$ cat src/rtl/frame_draw_sequencer.sv
// Per-frame draw scheduler: snapshots sprite slots, clears the screen one pixel per clock,
// then hands each enabled, on-screen sprite to a tiledrawer through a start/done handshake.
module frame_draw_sequencer #(
    parameter int                     NUM_SPRITES  = 4,
    parameter int                     POS_W        = 5,
    parameter int                     TILE_SHIFT   = 3,
    parameter int                     SCR_W        = 160,
    parameter int                     SCR_H        = 120,
    parameter int                     COLOUR_W     = 24,
    parameter logic [COLOUR_W-1:0]    CLEAR_COLOUR = '0,
    parameter int                     TIMEOUT      = 4096
) (
    input  logic                         CLOCK_50,
    input  logic                         frame_reset,
    input  logic [NUM_SPRITES*POS_W-1:0] spr_x,
    input  logic [NUM_SPRITES*POS_W-1:0] spr_y,
    input  logic [NUM_SPRITES*12-1:0]    spr_tile,
    input  logic [NUM_SPRITES-1:0]       spr_en,
    output logic                         tile_start,
    output logic [11:0]                  tile_addr,
    output logic [7:0]                   tile_px,
    output logic [7:0]                   tile_py,
    input  logic                         tile_done,
    output logic                         bus_sel_tile,
    output logic [7:0]                   vga_x,
    output logic [6:0]                   vga_y,
    output logic [COLOUR_W-1:0]          vga_colour,
    output logic                         vga_plot,
    output logic                         frame_done,
    output logic [3:0]                   drawn_cnt,
    output logic [3:0]                   skip_cnt,
    output logic                         timeout_err
);

    localparam int         TILE_SIZE = 1 << TILE_SHIFT;
    localparam int         PX_W      = POS_W + TILE_SHIFT;
    localparam int         TMR_W     = $clog2(TIMEOUT + 1);
    localparam logic [7:0] LAST_X    = 8'(SCR_W - 1);
    localparam logic [6:0] LAST_Y    = 7'(SCR_H - 1);
    localparam logic [3:0] END_SLOT  = 4'(NUM_SPRITES);

    typedef enum logic [2:0] {SNAP, CLEAR, SEEK, START, WAIT, DONE} state_t;

    state_t                       state;
    logic [3:0]                   slot;
    logic [TMR_W-1:0]             timer;
    logic [NUM_SPRITES*POS_W-1:0] snap_x;
    logic [NUM_SPRITES*POS_W-1:0] snap_y;
    logic [NUM_SPRITES*12-1:0]    snap_tile;
    logic [NUM_SPRITES-1:0]       snap_en;

    logic [POS_W-1:0] cur_x;
    logic [POS_W-1:0] cur_y;
    logic [11:0]      cur_tile;
    logic             cur_en;
    logic [PX_W-1:0]  cur_px;
    logic [PX_W-1:0]  cur_py;
    logic             off_screen;

    function automatic logic [3:0] sat_inc(input logic [3:0] v);
        return (v == 4'd15) ? v : v + 4'd1;
    endfunction

    // NOTE: every always_comb output gets a default first so no path can infer a latch.
    always_comb begin
        cur_x    = '0;
        cur_y    = '0;
        cur_tile = '0;
        cur_en   = 1'b0;
        for (int i = 0; i < NUM_SPRITES; i++) begin
            if (slot == 4'(i)) begin
                cur_x    = snap_x[i*POS_W +: POS_W];
                cur_y    = snap_y[i*POS_W +: POS_W];
                cur_tile = snap_tile[i*12 +: 12];
                cur_en   = snap_en[i];
            end
        end
        cur_px     = {cur_x, {TILE_SHIFT{1'b0}}};
        cur_py     = {cur_y, {TILE_SHIFT{1'b0}}};
        off_screen = (int'(cur_px) + TILE_SIZE > SCR_W) || (int'(cur_py) + TILE_SIZE > SCR_H);
    end

    // NOTE: state uses non-blocking assignments so every register samples pre-edge values.
    // NOTE: snapshot registers are left out of the reset branch so reset holds their contents.
    always_ff @(posedge CLOCK_50 or posedge frame_reset) begin
        if (frame_reset) begin
            state        <= SNAP;
            slot         <= '0;
            timer        <= '0;
            tile_start   <= 1'b0;
            tile_addr    <= '0;
            tile_px      <= '0;
            tile_py      <= '0;
            bus_sel_tile <= 1'b0;
            vga_x        <= '0;
            vga_y        <= '0;
            vga_colour   <= '0;
            vga_plot     <= 1'b0;
            frame_done   <= 1'b0;
            drawn_cnt    <= '0;
            skip_cnt     <= '0;
            timeout_err  <= 1'b0;
        end else begin
            case (state)
                SNAP: begin
                    snap_x    <= spr_x;
                    snap_y    <= spr_y;
                    snap_tile <= spr_tile;
                    snap_en   <= spr_en;
                    state     <= CLEAR;
                end
                CLEAR: begin
                    // vga_plot low here means this is the first CLEAR cycle.
                    if (!vga_plot) begin
                        vga_plot   <= 1'b1;
                        vga_colour <= CLEAR_COLOUR;
                        vga_x      <= '0;
                        vga_y      <= '0;
                    end else if (vga_x == LAST_X) begin
                        vga_x <= '0;
                        if (vga_y == LAST_Y) begin
                            vga_plot   <= 1'b0;
                            vga_colour <= '0;
                            vga_y      <= '0;
                            state      <= SEEK;
                        end else begin
                            vga_y <= vga_y + 7'd1;
                        end
                    end else begin
                        vga_x <= vga_x + 8'd1;
                    end
                end
                SEEK: begin
                    if (slot == END_SLOT) begin
                        frame_done <= 1'b1;
                        state      <= DONE;
                    end else if (!cur_en) begin
                        slot <= slot + 4'd1;
                    end else if (off_screen) begin
                        skip_cnt <= sat_inc(skip_cnt);
                        slot     <= slot + 4'd1;
                    end else begin
                        tile_addr    <= cur_tile;
                        tile_px      <= 8'(cur_px);
                        tile_py      <= 8'(cur_py);
                        tile_start   <= 1'b1;
                        bus_sel_tile <= 1'b1;
                        state        <= START;
                    end
                end
                START: begin
                    tile_start <= 1'b0;
                    timer      <= '0;
                    state      <= WAIT;
                end
                WAIT: begin
                    if (tile_done) begin
                        drawn_cnt    <= sat_inc(drawn_cnt);
                        bus_sel_tile <= 1'b0;
                        slot         <= slot + 4'd1;
                        state        <= SEEK;
                    end else if (timer == TMR_W'(TIMEOUT - 1)) begin
                        timeout_err  <= 1'b1;
                        skip_cnt     <= sat_inc(skip_cnt);
                        bus_sel_tile <= 1'b0;
                        slot         <= slot + 4'd1;
                        state        <= SEEK;
                    end else begin
                        timer <= timer + TMR_W'(1);
                    end
                end
                DONE: state <= DONE;
                default: state <= SNAP;
            endcase
        end
    end

endmodule
$ cat config.mk
export PLATFORM = sky130hd
export DESIGN_NAME = frame_draw_sequencer
export DESIGN_NICKNAME = d
export VERILOG_FILES = /design/src/rtl/frame_draw_sequencer.sv
export SDC_FILE = /design/constraint.sdc
export NUM_CORES = 1
export LEC_CHECK = 0
export ABC_AREA = 0
export CAP_MARGIN = 10
export CORE_MARGIN = 2
export CORE_UTILIZATION = 45
export DETAILED_ROUTE_END_ITERATION = 10
export PLACE_DENSITY = 0.78
export SLEW_MARGIN = 5
export SYNTH_ARGS = -nofsm -noshare
export SYNTH_HDL_FRONTEND = slang
export SYNTH_SLANG_ARGS = --single-unit
$ cat constraint.sdc
create_clock -name CLOCK_50 -period 9.8 [get_ports CLOCK_50]
set_input_delay 1.47 -clock CLOCK_50 [delete_from_list [all_inputs] [get_ports CLOCK_50]]
set_output_delay 1.47 -clock CLOCK_50 [all_outputs]
set_load 0.005 [all_outputs]
Yosys cells after proc, flatten, opt, wreduce, memory -nomap -nowiden
Cells that the tools add are included.
{ "op_classes": {"addsub": 8, "muxes": 59, "reduce_logical": 19, "bitwise_logic": 5, "n_lt_le_gt_ge": 2, "eq_ne": 30} }
{ "op_table": {"columns": ["operator", "count"], "rows": [
  ["24-bit 2-to-1 mux", 3],
  ["12-bit 2-to-1 mux", 4],
  ["4-bit 2-to-1 mux", 11],
  ["5-bit 2-to-1 mux", 8],
  ["13-bit 2-to-1 mux", 2],
  ["13-bit one-hot mux with 2 select lines", 1],
  ["3-bit 2-to-1 mux", 8],
  ["7-bit 2-to-1 mux", 3],
  ["2-bit inequality test (second input constant)", 10],
  ["8-bit by 4-bit adder with 9-bit output (second input constant)", 2],
  ["3-bit one-hot mux with 6 select lines", 1],
  ["8-bit 2-to-1 mux", 2],
  ["4-bit one-hot mux with 2 select lines", 2],
  ["13-bit by 1-bit adder with 13-bit output (second input constant)", 1],
  ["13-bit by 12-bit == test with 1-bit output (second input constant)", 1],
  ["4-bit by 1-bit adder with 4-bit output (second input constant)", 3],
  ["1-bit 2-to-1 mux", 12],
  ["3-bit inequality test (second input constant)", 4],
  ["3-bit AND reduction", 4],
  ["4-bit AND reduction", 3],
  ["6-bit AND reduction", 2],
  ["9-bit by 7-bit > comparator with 1-bit output (second input constant)", 1],
  ["9-bit by 8-bit > comparator with 1-bit output (second input constant)", 1],
  ["8-bit by 1-bit adder with 8-bit output (second input constant)", 1],
  ["other kinds (19)", 33]
]} }
{ "word_totals": {"wordCells": 143, "output_inout_bits": 80, "ff_bits": 186} }

Depth between registers and ports, before layout
Gate-level depths: netlist (run 1).
{ "depth": {"ltp_word": 12, "mapped_depth": 12} }

Worst setup path after synthesis (run 1)
OpenSTA, ideal clock, no wires.
{ "synth_timing": {"path_type": "input-to-reg", "start": "input port frame_reset", "end": "register snap_en[0], enable pin", "n_path_buf": 0, "required_ns": 9.032, "arrival_time_ns": 10.135, "slack_ns": -1.103, "cell_stages": 1, "cell_sequence": "nor4_1"} }
{ "synth_via": {"elab_chain_cells": 2} }
{ "synth_lines": {"columns": ["element", "line_no", "text"], "rows": [
  ["start, declared", "14", "input logic frame_reset,"],
  ["1-bit NOT (no line)", null, null],
  ["2-bit AND reduction (no line)", null, null],
  ["end signal, assigned", "109", "snap_en <= spr_en;"],
  ["end, declared", "50", "logic [NUM_SPRITES-1:0] snap_en;"]
]} }
Every way passes these cells.
A chain may end at the register's enable or synchronous reset.

Worst setup path after layout (run 1)
{ "layout_timing": {"start": "register slot[1]", "end": "register tile_px[6]"} }
{ "layout_via": {"elab_chain_cells": 10, "elab_cells_between_ends": 25, "classes_between": "add/sub (2); order compare (2); eq/ne (4); mux (12); bitwise (2); reduce/logical (3)"} }
{ "layout_lines": {"columns": ["element", "line_no", "text"], "rows": [
  ["start, declared", "45", "logic [3:0] slot;"],
  ["start signal, assigned", "138", "slot <= slot + 4'd1;"],
  ["start signal, assigned", "141", "slot <= slot + 4'd1;"],
  ["start signal, assigned", "160", "slot <= slot + 4'd1;"],
  ["4-bit logical NOT", "71", "if (slot == 4'(i)) begin"],
  ["5-bit 2-to-1 mux (4 in series)", "71", null],
  ["8-bit by 4-bit adder with 9-bit output", "80", "off_screen = (int'(cur_px) + TILE_SIZE > SCR_W) || (int'(cur_py) + TILE_SIZE > SCR_H);"],
  ["9-bit by 8-bit > comparator with 1-bit output / 9-bit by 7-bit > comparator with 1-bit output (equally long branches)", "80", null],
  ["1-bit logical OR", "80", null],
  ["1-bit NOT (no line)", null, null],
  ["4-bit AND reduction (no line)", null, null],
  ["end signal, assigned", "144", "tile_px <= 8'(cur_px);"],
  ["end, declared", "21", "output logic [7:0] tile_px,"]
]} }
Several ways; a longest one is shown, not always the timed one.

==> results of run 1 <==
## synthesized netlist by cell type (all sizes together) (10+ instances only)
master / number / share of area, %
edfxtp: 92 / 39
a21oi: 30 / 2.2
a22oi: 16 / 1.7
mux2: 11 / 1.7
nand2: 48 / 2.5
clkbuf: 10 / 0.53
nand3: 14 / 0.98
nor2: 39 / 2.1
o21a: 17 / 1.8
or3: 10 / 0.95
buf: 42 / 4.4
o21ai: 25 / 1.9
inv: 19 / 1.0
dfrtp: 70 / 25
o211ai: 14 / 2.2
## placed cells by master, fill, tap and decap left out, drive strengths merged, types with 8 or more instances in the layout
master | netlist | routed
nand3 | 14 | 14
conb | 1 | 30
a22oi | 16 | 16
o211ai | 14 | 14
nor2 | 39 | 39
o21a | 17 | 17
a21oi | 30 | 30
clkbuf | 10 | 19
edfxtp | 92 | 92
dfrtp | 70 | 70
o21ai | 25 | 25
mux2 | 11 | 11
inv | 19 | 27
ha | 9 | 9
nand4 | 8 | 8
or3 | 10 | 10
nand2 | 48 | 48
nor3 | 9 | 9
clkdlybuf4s50 | 0 | 144
## power groups by stage
stage          clock, W  combinational [W]  sequential [W]
3_3_place_gp          0          0.0000466        0.000735
6_report       0.000657          0.0000469        0.000721
5_1_grt        0.000696          0.0000520        0.000721
2_1_floorplan         0          0.0000155        0.000736
4_1_cts        0.000666          0.0000476        0.000721
3_5_place_dp          0          0.0000475        0.000735
## layer usage
layer / track usage (%) / vias up / routed length [µm]
li1: - / 2332 / -
met1: 24.8 / 2387 / 6320
met2: 30.0 / 204 / 7520
met3: 5.37 / 27 / 1040
met4: 6.39 / 0 / 266
met5: 0 / - / 0
## layout make-up
cell class                 count  area share (%)
clock buffer                  19            4.89
tap                          216            2.92
sequential                   162            48.7
timing repair buffer         149            16.0
inverter                      19           0.770
clock inverter                13            1.49
multi-input combinational    366            25.3
## logic make-up after synthesis
logic type / Yosys count / synth area share (%)
other: 1 / 0.0525
buffers and inverters: 71 / 5.88
adders and majority gates: 9 / 1.58
and+or+nand+nor: 162 / 11.5
muxes: 12 / 1.87
xor gates and xnor gates: 13 / 1.59
AOI/OAI and AO/OA: 140 / 14.4
DFF: 162 / 63.2
## per-stage QoR
step | hold slack [ps] | utilization [%] | setup slack [ps] | power [W] | area [µm²]
4_1_cts | 461 | 59.0 | 6470 | 0.00144 | 9270
2_1_floorplan | 451 | - | 2800 | 0.000751 | 7260
3_3_place_gp | 446 | 55.2 | 6220 | 0.000782 | 8680
3_5_place_dp | 447 | 55.2 | 6100 | 0.000783 | 8680
5_1_grt | 489 | 59.0 | 6210 | 0.00147 | 9270
6_report | 455 | 59.0 | 6460 | 0.00143 | 9270
## critical path, stage by stage, from the launching register on
cell	delay (ps)
dfrtp_1	420
inv_1	100
ha_1	500
nor2b_1	200
a221oi_1	340
o31ai_1	140
a211o_4	370
nor3_4	320
buf_4	450
mux2_1	370
## registers in the layout (all words and copies together) (netlist names), 3 cells and up
signal     count
snap_tile     48
state          3
tile_px        5
tile_addr     12
snap_en        4
snap_y        20
timer         13
tile_py        5
vga_y          7
slot           4
snap_x        20
drawn_cnt      4
skip_cnt       4
vga_x          8
## path summary, 6_finish.rpt
path | startpoint | endpoint | slack [ps] | cells past startpoint
worst max-delay path | slot[1] | tile_px[6] | 6460 | 9
worst min-delay path | frame_done | frame_done | 450 | 1
worst max register to register | slot[1] | tile_px[6] | 6460 | 9
worst min register to register | frame_done | frame_done | 450 | 1
max in group asynchronous | frame_reset | tile_addr[4] | 7520 | 3
min in group asynchronous | frame_reset | vga_x[1] | 1710 | 3
==> key figures, run 1 <==
Layout
  • Area delta synth->final: 29.7%
  • Antenna cells: 0
  • Storage cell area: around 4500 µm²
  • Fill count: between 1000 and 1500
  • Final Non-Filler Cells: approximately 940
  • Final #Nets: ~820
  • Layout cell share with drive strength beyond 1: 8.65%
  • Area of the multi-input gates: between 2000 and 2500 µm²

Placement
  • GPL Wtd Cong: between 0.8 and 0.9
  • Number of instances in the placed design: roughly 910
  • Hpwl dp: 10900 µm
  • Buffers on Ports: 144

Flow run
  • Max-cap violations: 0

Timing
  • Final setup TNS: 0 ps
  • Slew @ Worst Pin: roughly 1100 ps
  • Setup Skew: between 10 and 15 ps
  • RSZ-0062 raised after global routing: false
  • Tcrit/Tclk final: between 30% and 40%
  • Final hold vios: 0
  • Slew Limit Fails: 0
  • Slew HR: between 20% and 30%
  • Period minus WS final: ~3300 ps
  • Final setup fails: 0
  • Max Fclk: between 200 and 300 MHz

Pwr
  • Int Power: 0.00113 W
  • NetSw: ~0.00030 W
  • Clock group share of total power: between 40% and 50%
  • Pleak: approximately 3.6 nW
  • Combinational fraction of design power: 3.3%
  • Net Sw Frac: roughly a fifth
  • PwrDens: roughly 150 nW/µm²
  • Worst VDD drop: approximately 130 µV
  • Sequential power share: between 50% and 60%

Logic synthesis
  • Count of flip-flops with a built-in enable after synthesis: 92
  • Synth warn: 0
  • Mapped cell area: roughly 7000 µm²
  • Yosys cell types: 68
  • Syn avg cell area: roughly 13 µm²
  • Register area share after synthesis: between 60% and 70%
  • Seq cells post-synth: 162
  • Synth Flop Type: edfxtp_1
  • Syn Inst Count: 570
  • Synth async-reset ratio: a little over two fifths

Global routing
  • First-pass GRT wire length: around 25000 µm
  • Initial antenna violation count: 0
  • GRT Overall Usage: a little under a fifth
  • GRT overflow: 0
  • Vias in the first global route: 4876
  • Pin count of the biggest net entering global routing: just under 90

Critical path
  • Startpoint Class: register
  • CP arrival: 3640 ps
  • WS Path Type: register to register
  • Crit-path max FO: 33
  • Nature of the critical path endpoint: register
  • Data required time at the worst endpoint: roughly 10000 ps

Detailed routing
  • Post-Route WL: 15100 µm
  • Routed len/inst: ~16 µm
  • Detail Route Antenna Nets: 0
  • Vias: between 4000 and 5000
  • Detailed Routing Iterations Pass 1: 5
  • Starting DRC count in detailed routing: 389
  • # DRC: 0
  • Vias/cell: about 5.2

Floorplanning
  • DIE WIDTH: 130 µm
  • Starting Density: a little under half
  • Top Ports: 175
  • Core ar.: between 15000 and 20000 µm²
  • Die Y: between 100 and 150 µm
  • Site Rows: 46
  • Die area: 16900 µm²

Status
  • Status: finished, final reports clean

Clock tree
  • Worst-path clk slew: 70 ps
  • Hold buffers post-CTS: 0
  • H-Tree Depth: 4
  • CTS tree: yes
  • Cts repair resizes: 0
  • # clock sinks: ~160
  • Clock Latency Late Sink: around 430 ps
  • CTS root buf: clkbuf_16
  • CTS Buffer Depth: 2
  • Post-CTS setup buffers: 0
  • Inserted Clock Buffers: 17

Hold path
  • Min-Delay Path Class: register to register
Note: power is estimated with default switching activity, not from simulation.
==> run 2, diff against run 1 <==
--- a/config.mk
+++ b/config.mk
@@ -10,7 +10,7 @@
 export CORE_MARGIN = 2
 export CORE_UTILIZATION = 45
 export DETAILED_ROUTE_END_ITERATION = 10
-export PLACE_DENSITY = 0.78
+export PLACE_DENSITY = 0.75
 export SLEW_MARGIN = 5
 export SYNTH_ARGS = -nofsm -noshare
 export SYNTH_HDL_FRONTEND = slang
==> constraint.sdc (replaced) <==
create_clock -name CLOCK_50 -period 3.2 [get_ports CLOCK_50]
set_input_delay 0.48 -clock CLOCK_50 [delete_from_list [all_inputs] [get_ports CLOCK_50]]
set_output_delay 0.48 -clock CLOCK_50 [all_outputs]
set_load 0.005 [all_outputs]
==> key figures, run 2 (synthesis results as in run 1) <==
Layout
  • Storage cell area: 4520 µm² (was 4510 µm²)
  • Leading cell type in the layout, fill and taps excluded: clkdlybuf4s50_1 (unchanged)
  • Largest register FFs: 48 (unchanged)
  • Antenna cells: 0 (unchanged)
  • Biggest register: snap_tile (unchanged)
  • Area delta synth->final: 31.1% (was 29.7%)
  • Area of the multi-input gates: 2340 µm² (about the same)
  • Commonest cells after routing, fill and taps aside: clkdlybuf4s50_1, edfxtp_1, dfrtp_1, nand2_1, nor2_1 (unchanged)
  • Layout cell share with drive strength beyond 1: 8.88% (was 8.65%)
  • Top flop regs: snap_tile x48, snap_x x20, snap_y x20 (unchanged)
  • Final #Nets: 823 (was 819)
  • Fill count: 1193 (was 1194)

Clock tree
  • CTS tree: yes (unchanged)
  • CTS root buf: clkbuf_16 (unchanged)
  • CTS Buffer Depth: 2 (unchanged)
  • # clock sinks: 162 (unchanged)
  • Hold buffers post-CTS: 0 (unchanged)
  • Cts repair resizes: 0 (unchanged)
  • Clock Latency Late Sink: 420 ps (was 430 ps)
  • Worst-path clk slew: 60 ps (was 70 ps)
  • H-Tree Depth: 4 (unchanged)
  • Inserted Clock Buffers: 17 (unchanged)
  • Post-CTS setup buffers: 0 (unchanged)

Critical path
  • Worst r2r src: slot[1] (unchanged)
  • Data required time at the worst endpoint: 3500 ps (was 10100 ps)
  • Worst setup path start: slot[1] (unchanged)
  • Cell depth of the worst flop-to-flop path: 9 (unchanged)
  • CP arrival: 3310 ps (was 3640 ps)
  • Crit-path max FO: 33 (unchanged)
  • Buf+Inv Stages, Crit Path: 2 (unchanged)
  • CP peak stage delay: 490 ps (was 500 ps)
  • Critical Path End: tile_px[7] (was tile_px[6])
  • Worst path slowest cell: ha_1 (unchanged)
  • Levels on crit path: 9 (unchanged)
  • Nature of the critical path endpoint: register (unchanged)
  • Flop2flop setup slack: 190 ps (was 6460 ps)
  • Critical path's top delay family: compound AO/OA/AOI/OAI gates (unchanged)
  • Startpoint Class: register (unchanged)
  • CP Cell Sequence: inv_1, ha_1, nor2b_1, a221oi_1, o31ai_1, a211o_4, nor3_4, buf_12, mux2_1 (was inv_1, ha_1, nor2b_1, a221oi_1, o31ai_1, a211o_4, nor3_4, buf_4, mux2_1)
  • Reg2reg end: tile_px[7] (was tile_px[6])
  • WS Path Type: register to register (unchanged)

Timing
  • Slew HR: 45.3% (was 29.4%)
  • Slew Limit Fails: 0 (unchanged)
  • Final setup TNS: 0 ps (unchanged)
  • Final hold vios: 0 (unchanged)
  • Period minus WS final: 3010 ps (was 3340 ps)
  • Setup Skew: 8.45 ps (was 12.8 ps)
  • Tcrit/Tclk final: 94.0% (was 34.1%)
  • Final WS setup: 192 ps (was 6460 ps)
  • RSZ-0062 raised after global routing: false (unchanged)
  • Max Fclk: 332 MHz (was 299 MHz)
  • Final setup fails: 0 (unchanged)
  • Slew @ Worst Pin: 819 ps (was 1060 ps)

Pwr
  • Worst VDD drop: 367 µV (was 127 µV)
  • PwrDens: 478 nW/µm² (was 154 nW/µm²)
  • Pleak: 3.62 nW (was 3.58 nW)

Floorplanning
  • Starting Density: 45.5% (unchanged)
  • Die Y: 130 µm (unchanged)
  • Core ar.: 15700 µm² (unchanged)
  • Top Ports: 175 (unchanged)
  • Die area: 16900 µm² (unchanged)
  • Site Rows: 46 (unchanged)
  • DIE WIDTH: 130 µm (unchanged)

Placement
  • GPL Wtd Cong: 0.818 (was 0.805)
  • Hpwl dp: 11100 µm (was 10900 µm)
  • Buffers on Ports: 144 (unchanged)
  • Pre-CTS setup slack: 275 ps (was 6100 ps)

Status
  • Status: finished, final reports clean (unchanged)

Detailed routing
  • Post-Route WL: 15600 µm (was 15100 µm)
  • Starting DRC count in detailed routing: 388 (was 389)
  • Vias: 5047 (was 4950)
  • Routed len/inst: 16.4 µm (was 16.0 µm)
  • # DRC: 0 (unchanged)
  • Detailed Routing Iterations Pass 1: 5 (unchanged)
  • Detail Route Antenna Nets: 0 (unchanged)
  • Vias/cell: 5.32 (was 5.24)

Global routing
  • Pin count of the biggest net entering global routing: 93 (was 87)
  • Vias in the first global route: 5047 (was 4876)
  • GRT overflow: 0 (unchanged)
  • Initial antenna violation count: 0 (unchanged)
  • First-pass GRT wire length: 25100 µm (was 24500 µm)
  • GRT Overall Usage: 19.4% (was 18.8%)

Flow run
  • Max-cap violations: 0 (unchanged)

Hold path
  • Min-Delay Path Class: register to register (unchanged)
## run 2: through the flow
stage	total power [W]	instance area, µm²	utilization, %	hold slack [ps]	std cells
floorplan	0.00230	7280	-	451	599
global placement	0.00240	8750	55.7	472	916
detailed placement	0.00240	8750	55.7	479	916
CTS	0.00451	9370	59.6	493	948
global route	0.00461	9370	59.6	513	948
finish	0.00448	9370	59.6	486	948
## run 2: final cells by class
class	instances	share of cell area [%]
Inverter	19	0.761
Multi-Input combinational cell	366	25.0
Sequential cell	162	48.2
Clock inverter	12	1.95
Clock buffer	20	4.66
Timing Repair Buffer	153	16.5
Tap cell	216	2.89
## run 2: worst min path at each step
stage                        end  slack [ps]    startpoint  depth (start not counted)
finish              bus_sel_tile         490  bus_sel_tile                          1
global route        bus_sel_tile         510  bus_sel_tile                          1
CTS                 bus_sel_tile         490  bus_sel_tile                          1
detailed placement    tile_px[3]         480    tile_px[3]                          1
global placement      tile_px[3]         470    tile_px[3]                          1
floorplan             frame_done         450    frame_done                          1
## run 2: power by group
part	switching, W	leakage, nW	internal, W
clock	0.000811	0.292	0.00131
combinational	0.0000446	1.56	0.000102
sequential	0	1.77	0.00221
total	0.000856	3.62	0.00362
## run 2: per-layer routing
metal | wire, µm | global-route usage [%] | vias to the layer above
met1 | 6490 | 25.6 | 2472
li1 | - | - | 2344
met3 | 915 | 4.72 | 22
met5 | 0 | 0 | -
met2 | 7810 | 31.1 | 209
met4 | 333 | 7.65 | 0
